### src/rtl/cache_pkg.sv
// Shared constants and state encoding for the cache line fetch engine.
package cache_pkg;

    localparam int TAG_W   = 19;
    localparam int IDX_W   = 9;
    localparam int LINE_W  = 128;
    localparam int LADDR_W = TAG_W + IDX_W;
    localparam int MADDR_W = 32;
    localparam int TIMEOUT = 64;
    localparam int TMR_W   = $clog2(TIMEOUT + 1);

    typedef enum logic [2:0] {
        IDLE    = 3'd0,
        WB      = 3'd1,
        RD_REQ  = 3'd2,
        RD_WAIT = 3'd3,
        FILL    = 3'd4
    } state_t;

    // Byte address of the first byte of a 16-byte line.
    function automatic logic [MADDR_W-1:0] line_to_byte(input logic [LADDR_W-1:0] line_addr);
        return {line_addr, 4'h0};
    endfunction

endpackage

### src/rtl/mem_timeout_timer.sv
// Cycle counter that watches the wait for read data.
// The count saturates at TIMEOUT, and expired stays high until the counter is cleared.
module mem_timeout_timer
    import cache_pkg::*;
(
    input  logic clk,
    input  logic reset,
    input  logic clear,
    input  logic enable,
    output logic expired
);

    logic [TMR_W-1:0] count;

    // Clear has priority over counting. The count stops once it reaches TIMEOUT.
    always_ff @(posedge clk) begin
        if (!reset) begin
            count <= '0;
        end else if (clear) begin
            count <= '0;
        end else if (enable && (count != TMR_W'(TIMEOUT))) begin
            count <= count + 1'b1;
        end
    end

    assign expired = (count == TMR_W'(TIMEOUT));

endmodule

### src/rtl/cache_line_fetch_engine.sv
// Memory-side miss handler. It writes back a dirty victim line, reads the missing line,
// and fills the line into cache_mem as valid and clean.
// Handshake: mem_wren and mem_rd are decoded from the state. Each one stays high and stable
// until the cycle in which mem_ready is high, and that cycle is the accept cycle.
// The two requests are never high together.
module cache_line_fetch_engine
    import cache_pkg::*;
(
    input  logic         clk,
    input  logic         reset,
    input  logic         miss_req,
    input  logic [27:0]  miss_addr,
    input  logic         victim_valid,
    input  logic         victim_dirty,
    input  logic [18:0]  victim_tag,
    input  logic [127:0] victim_data,
    output logic         busy,
    output logic         done,
    output logic         err,
    output logic         fill_wren,
    output logic         fill_mark_dirty,
    output logic [27:0]  fill_addr,
    output logic [127:0] fill_data,
    output logic [31:0]  mem_addr,
    output logic [127:0] mem_wdata,
    output logic         mem_wren,
    output logic         mem_rd,
    input  logic         mem_ready,
    input  logic [127:0] mem_rdata,
    input  logic         mem_rdata_valid
);

    state_t state;
    state_t next_state;

    logic [LADDR_W-1:0] addr_q;
    logic [TAG_W-1:0]   vtag_q;
    logic [LINE_W-1:0]  vdata_q;

    logic rd_accept;
    logic tmr_clear;
    logic tmr_enable;
    logic tmr_expired;

    // The timer holds the number of cycles since the read was accepted.
    // It counts on the accept edge, so in the k-th cycle after the accept it holds k.
    assign rd_accept  = (state == RD_REQ) && mem_ready;
    assign tmr_enable = (state == RD_WAIT) || rd_accept;
    assign tmr_clear  = !tmr_enable;

    mem_timeout_timer u_timer (
        .clk     (clk),
        .reset   (reset),
        .clear   (tmr_clear),
        .enable  (tmr_enable),
        .expired (tmr_expired)
    );

    // State register.
    always_ff @(posedge clk) begin
        if (!reset) begin
            state <= IDLE;
        end else begin
            state <= next_state;
        end
    end

    // Next-state logic. If read data arrives in the timeout cycle, the data wins.
    always_comb begin
        next_state = state;
        case (state)
            IDLE: begin
                if (miss_req) begin
                    next_state = (victim_valid && victim_dirty) ? WB : RD_REQ;
                end
            end
            WB: begin
                if (mem_ready) next_state = RD_REQ;
            end
            RD_REQ: begin
                if (mem_ready) next_state = RD_WAIT;
            end
            RD_WAIT: begin
                if (mem_rdata_valid) begin
                    next_state = FILL;
                end else if (tmr_expired) begin
                    next_state = IDLE;
                end
            end
            FILL: begin
                next_state = IDLE;
            end
            default: begin
                next_state = IDLE;
            end
        endcase
    end

    // Memory request decode. These outputs depend only on the state and the latched request.
    always_comb begin
        mem_wren  = 1'b0;
        mem_rd    = 1'b0;
        mem_addr  = '0;
        mem_wdata = '0;
        case (state)
            WB: begin
                mem_wren  = 1'b1;
                mem_addr  = {vtag_q, addr_q[IDX_W-1:0], 4'h0};
                mem_wdata = vdata_q;
            end
            RD_REQ: begin
                mem_rd   = 1'b1;
                mem_addr = line_to_byte(addr_q);
            end
            default: begin
            end
        endcase
    end

    // Capture the miss address and the victim when a miss is accepted in IDLE.
    always_ff @(posedge clk) begin
        if (!reset) begin
            addr_q  <= '0;
            vtag_q  <= '0;
            vdata_q <= '0;
        end else if ((state == IDLE) && miss_req) begin
            addr_q  <= miss_addr;
            vtag_q  <= victim_tag;
            vdata_q <= victim_data;
        end
    end

    // Registered status and fill outputs, computed from the upcoming state.
    // The returned line is captured straight into fill_data on the edge that enters FILL.
    always_ff @(posedge clk) begin
        if (!reset) begin
            busy      <= 1'b0;
            done      <= 1'b0;
            err       <= 1'b0;
            fill_wren <= 1'b0;
            fill_addr <= '0;
            fill_data <= '0;
        end else begin
            busy      <= (next_state != IDLE);
            done      <= (next_state == FILL);
            fill_wren <= (next_state == FILL);
            err       <= (state == RD_WAIT) && (next_state == IDLE);
            fill_addr <= (next_state == FILL) ? addr_q : '0;
            fill_data <= (next_state == FILL) ? mem_rdata : '0;
        end
    end

    assign fill_mark_dirty = 1'b0;

endmodule

### config.mk
export PLATFORM = sky130hd
export DESIGN_NAME = cache_line_fetch_engine
export DESIGN_NICKNAME = d
export VERILOG_FILES = /design/src/rtl/cache_pkg.sv /design/src/rtl/mem_timeout_timer.sv /design/src/rtl/cache_line_fetch_engine.sv
export SDC_FILE = /design/constraint.sdc
export NUM_CORES = 1
export LEC_CHECK = 0
export ABC_AREA = 0
export CAP_MARGIN = 25
export CORE_AREA = 2 2 246 248
export DETAILED_ROUTE_END_ITERATION = 7
export DIE_AREA = 0 0 248 250
export HOLD_SLACK_MARGIN = 0.06
export RECOVER_POWER = 25
export SETUP_SLACK_MARGIN = 0.05
export SYNTH_ARGS = -nofsm -noshare
export SYNTH_HDL_FRONTEND = slang
export SYNTH_SLANG_ARGS = --single-unit
### constraint.sdc
create_clock -name clk -period 1.7 [get_ports clk]
set_input_delay 0.425 -clock clk [delete_from_list [all_inputs] [get_ports clk]]
set_output_delay 0.425 -clock clk [all_outputs]
set_load 0.02 [all_outputs]
== Word-level counts from Yosys, hierarchy flattened ==
Cells that the tools add are included.

* Equal/unequal tests: 6
* Add/subtract/negate cells: 1
* Reductions and logical operators: 11
* Multiplexer cells: 11

{| class="wikitable"
|+ Operators by type and width
! kind !! count
|-
| 128-bit 2-to-1 mux || 1
|-
| 32-bit one-hot mux with 2 select lines || 1
|-
| 3-bit 2-to-1 mux || 5
|-
| 3-bit one-hot mux with 4 select lines || 1
|-
| 7-bit by 1-bit adder with 7-bit output, second input constant || 1
|-
| 7-bit == test, second input constant || 1
|-
| 7-bit != test, second input constant || 1
|-
| 3-bit by 2-bit == test with 1-bit output, second input constant || 2
|-
| 3-bit logical NOT || 2
|-
| 1-bit logical AND || 5
|-
| 2-bit AND reduction || 2
|-
| 3-bit by 1-bit == test with 1-bit output, second input constant || 1
|-
| 3-bit == test, second input constant || 1
|-
| 3-bit nonzero test || 1
|-
| 1-bit 2-to-1 mux || 2
|-
| 2-bit 2-to-1 mux || 1
|-
| 1-bit logical OR || 1
|}

* Output and inout bits: 323
* Input port bits: 310
* Bits in registers: 344
* Word-level logic and storage cells: 39

== Longest topological paths before layout ==
* Word-level depth: 6
* Mapped depth: 7
* Mapped depth without buffers: 6

== Hierarchy ==
From an unflattened synthesis, not the netlist that was laid out.

* Cells, all modules: 1352
* Area total of the unflattened synthesis: 12528.3 um2

{| class="wikitable"
|+ By module, submodules not included
! module !! cells each !! instances !! sequential area each (um2) !! area each (um2)
|-
| cache_line_fetch_engine || 1310 || 1 || 6746.5 || 12170.4
|-
| mem_timeout_timer || 42 || 1 || 140.1 || 357.8
|}

== Worst setup path before layout ==
Ideal clock, no wire load.

* Kind: register -> output
* Start point: register state[0]
* End point: output mem_wdata[108]
* Stages on the path, launching flop included: 6
* Path slack: -148 ps
* Data arrival time: 1423 ps
* Required time: 1275 ps
* Path through: dfxtp_1 > buf_2 > nor3b_2 > buf_2 > clkbuf_1 > and2_1

* Cells in the longest elaborated chain, start to end: 2

{| class="wikitable"
|+ Ends and longest elaborated chain
! element !! RTL line !! RTL
|-
| start, declared || cache_line_fetch_engine.sv:33 || <nowiki>state_t state;</nowiki>
|-
| start signal, assigned || cache_line_fetch_engine.sv:64 || <nowiki>state <= next_state;</nowiki>
|-
| 3-bit by 1-bit == test with 1-bit output || cache_line_fetch_engine.sv:105 || <nowiki>case (state)</nowiki>
|-
| 128-bit 2-to-1 mux || cache_line_fetch_engine.sv:105 ||
|-
| end, declared || cache_line_fetch_engine.sv:25 || <nowiki>output logic [127:0] mem_wdata,</nowiki>
|}

No other way between the ends.

== Final worst setup path ==
* Start point: register state[0]
* End point: output mem_addr[29]

* Cells in the longest elaborated chain, start to end: 2
* Elaborated cells on any way between the ends: 3

{| class="wikitable"
|+ Ends and longest elaborated chain
! element !! RTL line !! RTL
|-
| 3-bit by 2-bit == test with 1-bit output / 3-bit by 1-bit == test with 1-bit output (equally long branches) || cache_line_fetch_engine.sv:105 ||
|-
| 32-bit one-hot mux with 2 select lines * || cache_line_fetch_engine.sv:105 ||
|-
| end, declared || cache_line_fetch_engine.sv:24 || <nowiki>output logic [31:0] mem_addr,</nowiki>
|}

Mark *: on every way between the ends. The rest lies on a longest branch, timed or not.

==> results.py <==
metrics = {
    "setup_path": {
        "critPathCaptureType": "output port",
        "cp_max_fo": 6,
        "worstReg2RegStart": "state[2]",
        "ff2ff_setup_slack_ns": -0.29,
        "rr_worst_depth": 8,
        "timing.rr.end": "vdata_q[61]",
        "required_ns": 1.27,
        "start_kind": "flip-flop",
        "crit_arrival_ns": 1.98,
        "path_class": "flip-flop to output port",
    },
    "cells_and_area": {
        "synthToLayoutAreaGrowth_pct": 92.0,
        "drive_gt1_frac": 0.334,
        "final_nets": 2370,
        "post-route-cell-area_sq_um": 23800,
        "ff_latch_area_sq_um": 6900,
        "fillCellCount": 5789,
        "mostFrequentLayoutCells": "dfxtp_1, clkdlybuf4s50_1, nand2_1",
        "layout_commonest_cell": "dfxtp_1",
        "multi_input_area_sq_um": 6060,
    },
    "pwr": {
        "p_leak_nw": 10.0,
        "powerDensity_nw_per_um2": 972,
        "vdd_drop_max_mv": 0.592,
    },
    "synthesis": {
        "ys.flop_type": "dfxtp_1",
        "yosys_warnings": 0,
        "synth_edf_count": 0,
        "synth_seq_cells": 344,
        "synth.cell_area_sq_um": 12400,
        "ys_seq_area_frac": 0.555,
        "synthArstFlopShare": 0,
        "avgSynthCellArea_sq_um": 9.23,
        "syn_inst": 1345,
        "yosysUniqueCellTypes": 37,
    },
    "run_status": {
        "failed_checks": "negative setup slack",
        "status": "finished with violations",
    },
    "routing": {
        "post_drt_wl_per_cell_um": 18.5,
        "remaining_drc_errors": 0,
        "wl_um": 53000,
        "drtPass1Iterations": 4,
        "vias": 11900,
        "vias_per_cell": 4.13,
        "drt_iter0_markers": 435,
        "antenna_left": 0,
    },
    "timing": {
        "slew_viol_final": 0,
        "rsz0062_at_grt": "true",
        "clock.fmax_mhz": 416,
        "holdWs_ns": 0.418,
        "final.period_utilization": 1.41,
        "setup_viol": 490,
        "finalSetupTns_ns": -147.71,
        "hold_viol_final": 0,
        "clock_skew_ns": 0.0155,
        "fin_crit_ns": 2.40,
        "setup_ws_ns": -0.704,
    },
    "min_path": {
        "hp-class": "input pin to flip-flop",
        "worstHoldStart": "miss_addr[6]",
        "holdPathEnd": "addr_q[6]",
        "holdPathStages": 3,
    },
    "cts": {
        "htreeDepth": 2,
        "cts.clk_slew.worst_paths_ns": 0.06,
        "cts_root_buf": "clkbuf_16",
        "numCtsBuffers": 40,
        "clk_latency_ns": 0.55,
        "cts_sinks": 344,
        "holdBufCountCts": 0,
        "cts_buffer_depth": 3,
        "cts_tree": "done",
    },
    "floorplan": {
        "dieArea_sq_um": 62000,
        "die_y_um": 250,
        "std_cell_rows": 90,
        "ios": 633,
        "initial_core_util": 0.208,
        "die_w_um": 248,
        "core-area_sq_um": 59600,
    },
    "flow_run": {
        "maxCapViolCount": 0,
    },
    "placement": {
        "place_ws_ns": -0.552,
        "gp_congestion": 0.805,
        "hpwl_um": 33400,
        "io_buffer_count": 627,
        "post_dp_cell_area_sq_um": 20200,
    },
    "global_routing": {
        "first_global_vias": 11800,
        "grt_antenna_before_repair": 4,
        "grt_util_all_layers": 0.148,
        "grt_first_pass_wirelength_um": 70100,
        "overflow": 0,
        "grt_max_degree": 98,
    },
}
## metrics by stage
stage / utilization / instances / power [mW]
after global routing: 0.400 / 2869 / 24.2
after floorplan: - / 1349 / 10.5
final: 0.400 / 2869 / 23.2
after CTS: 0.377 / 2820 / 22.1
after global placement: 0.339 / 2721 / 12.3
after detailed placement: 0.339 / 2721 / 12.4
## registers in the layout, indices dropped and copies added (netlist names)
name,flops
fill_data,128
vdata_q,128
addr_q,28
fill_addr,28
vtag_q,19
u_timer.count,7
state,3
busy,1
err,1
fill_wren,1
## synth_stat cells, types with 2 or more instances
| master | n | area [sq um] |
|---|---|---|
| nand2_1 | 354 | 1330 |
| a22o_1 | 19 | 166 |
| and2_1 | 293 | 1830 |
| nand3_1 | 2 | 10.0 |
| buf_6 | 2 | 22.5 |
| buf_2 | 39 | 195 |
| a21boi_0 | 141 | 1060 |
| nor4b_1 | 2 | 17.5 |
| nor2b_1 | 2 | 12.5 |
| nand3b_1 | 2 | 15.0 |
| nor2_1 | 9 | 33.8 |
| clkbuf_1 | 40 | 150 |
| mux2i_1 | 2 | 20.0 |
| a21boi_1 | 34 | 255 |
| nor4_1 | 5 | 31.3 |
| buf_4 | 7 | 52.6 |
| a21oi_1 | 4 | 20.0 |
| inv_1 | 5 | 18.8 |
| clkbuf_2 | 14 | 70.1 |
| nand2b_1 | 4 | 25.0 |
| xnor2_1 | 5 | 43.8 |
| ha_1 | 2 | 25.0 |
| dfxtp_1 | 344 | 6890 |
## layer usage
metal	routed length [um]	global-route usage	vias up
met1	19900	0.160	5614
met3	3850	0.0444	85
met5	22	0	-
li1	-	-	5680
met2	27600	0.274	471
met4	1610	0.0479	4
## kinds of logic after synthesis
logic type,count (synthesis),synth area share
fa+ha+maj,2,0.00202
mux,2,0.00161
simple gates,679,0.272
xor+xnor,6,0.00423
compound gates,204,0.124
flops,344,0.555
other cells,1,0.000302
buf+inv,107,0.0410
## critical path: stages (launching register included)
cell,delay (ns)
dfxtp_2,0.33
nor3b_4,0.16
buf_12,0.14
buf_12,0.14
buf_12,0.13
clkbuf_16,0.15
a22o_4,0.24
buf_6,0.13
## where the power goes
part	total (mW)	leakage (nW)	internal (mW)	switching, mW
Combinational	5.47	6.55	3.01	2.46
Clock	8.80	0.668	5.28	3.52
Sequential	8.91	2.80	8.54	0.369
Total	23.2	10.0	16.8	6.34
## final cells by class
| type | instances | share of cell area |
|---|---|---|
| Antenna cell | 2 | 0.000210 |
| Tap cell | 782 | 0.0411 |
| Clock buffer | 57 | 0.0511 |
| Sequential cell | 344 | 0.289 |
| Inverter | 5 | 0.000787 |
| Timing Repair Buffer | 769 | 0.357 |
| Multi-Input combinational cell | 898 | 0.254 |
| Clock inverter | 12 | 0.00551 |
## worst max-delay path by stage
stage / from / end / slack [ns] / depth (start not counted)
3_3_place_gp: state[1] / mem_wdata[75] / -0.51 / 4
6_report: state[0] / mem_addr[29] / -0.70 / 7
3_5_place_dp: state[1] / mem_wdata[39] / -0.55 / 4
5_1_grt: state[1] / mem_addr[18] / -0.80 / 7
4_1_cts: state[0] / mem_addr[29] / -0.73 / 7
2_1_floorplan: state[1] / mem_addr[15] / 0.007 / 4
## timing repair
action,4_1_cts,5_1_grt
resized for setup,1206,437
pin swaps,30,75
setup buffers,15,23
setup endpoints to repair,471,421
cloned,15,30
Note: power is estimated with default switching activity, not from simulation.
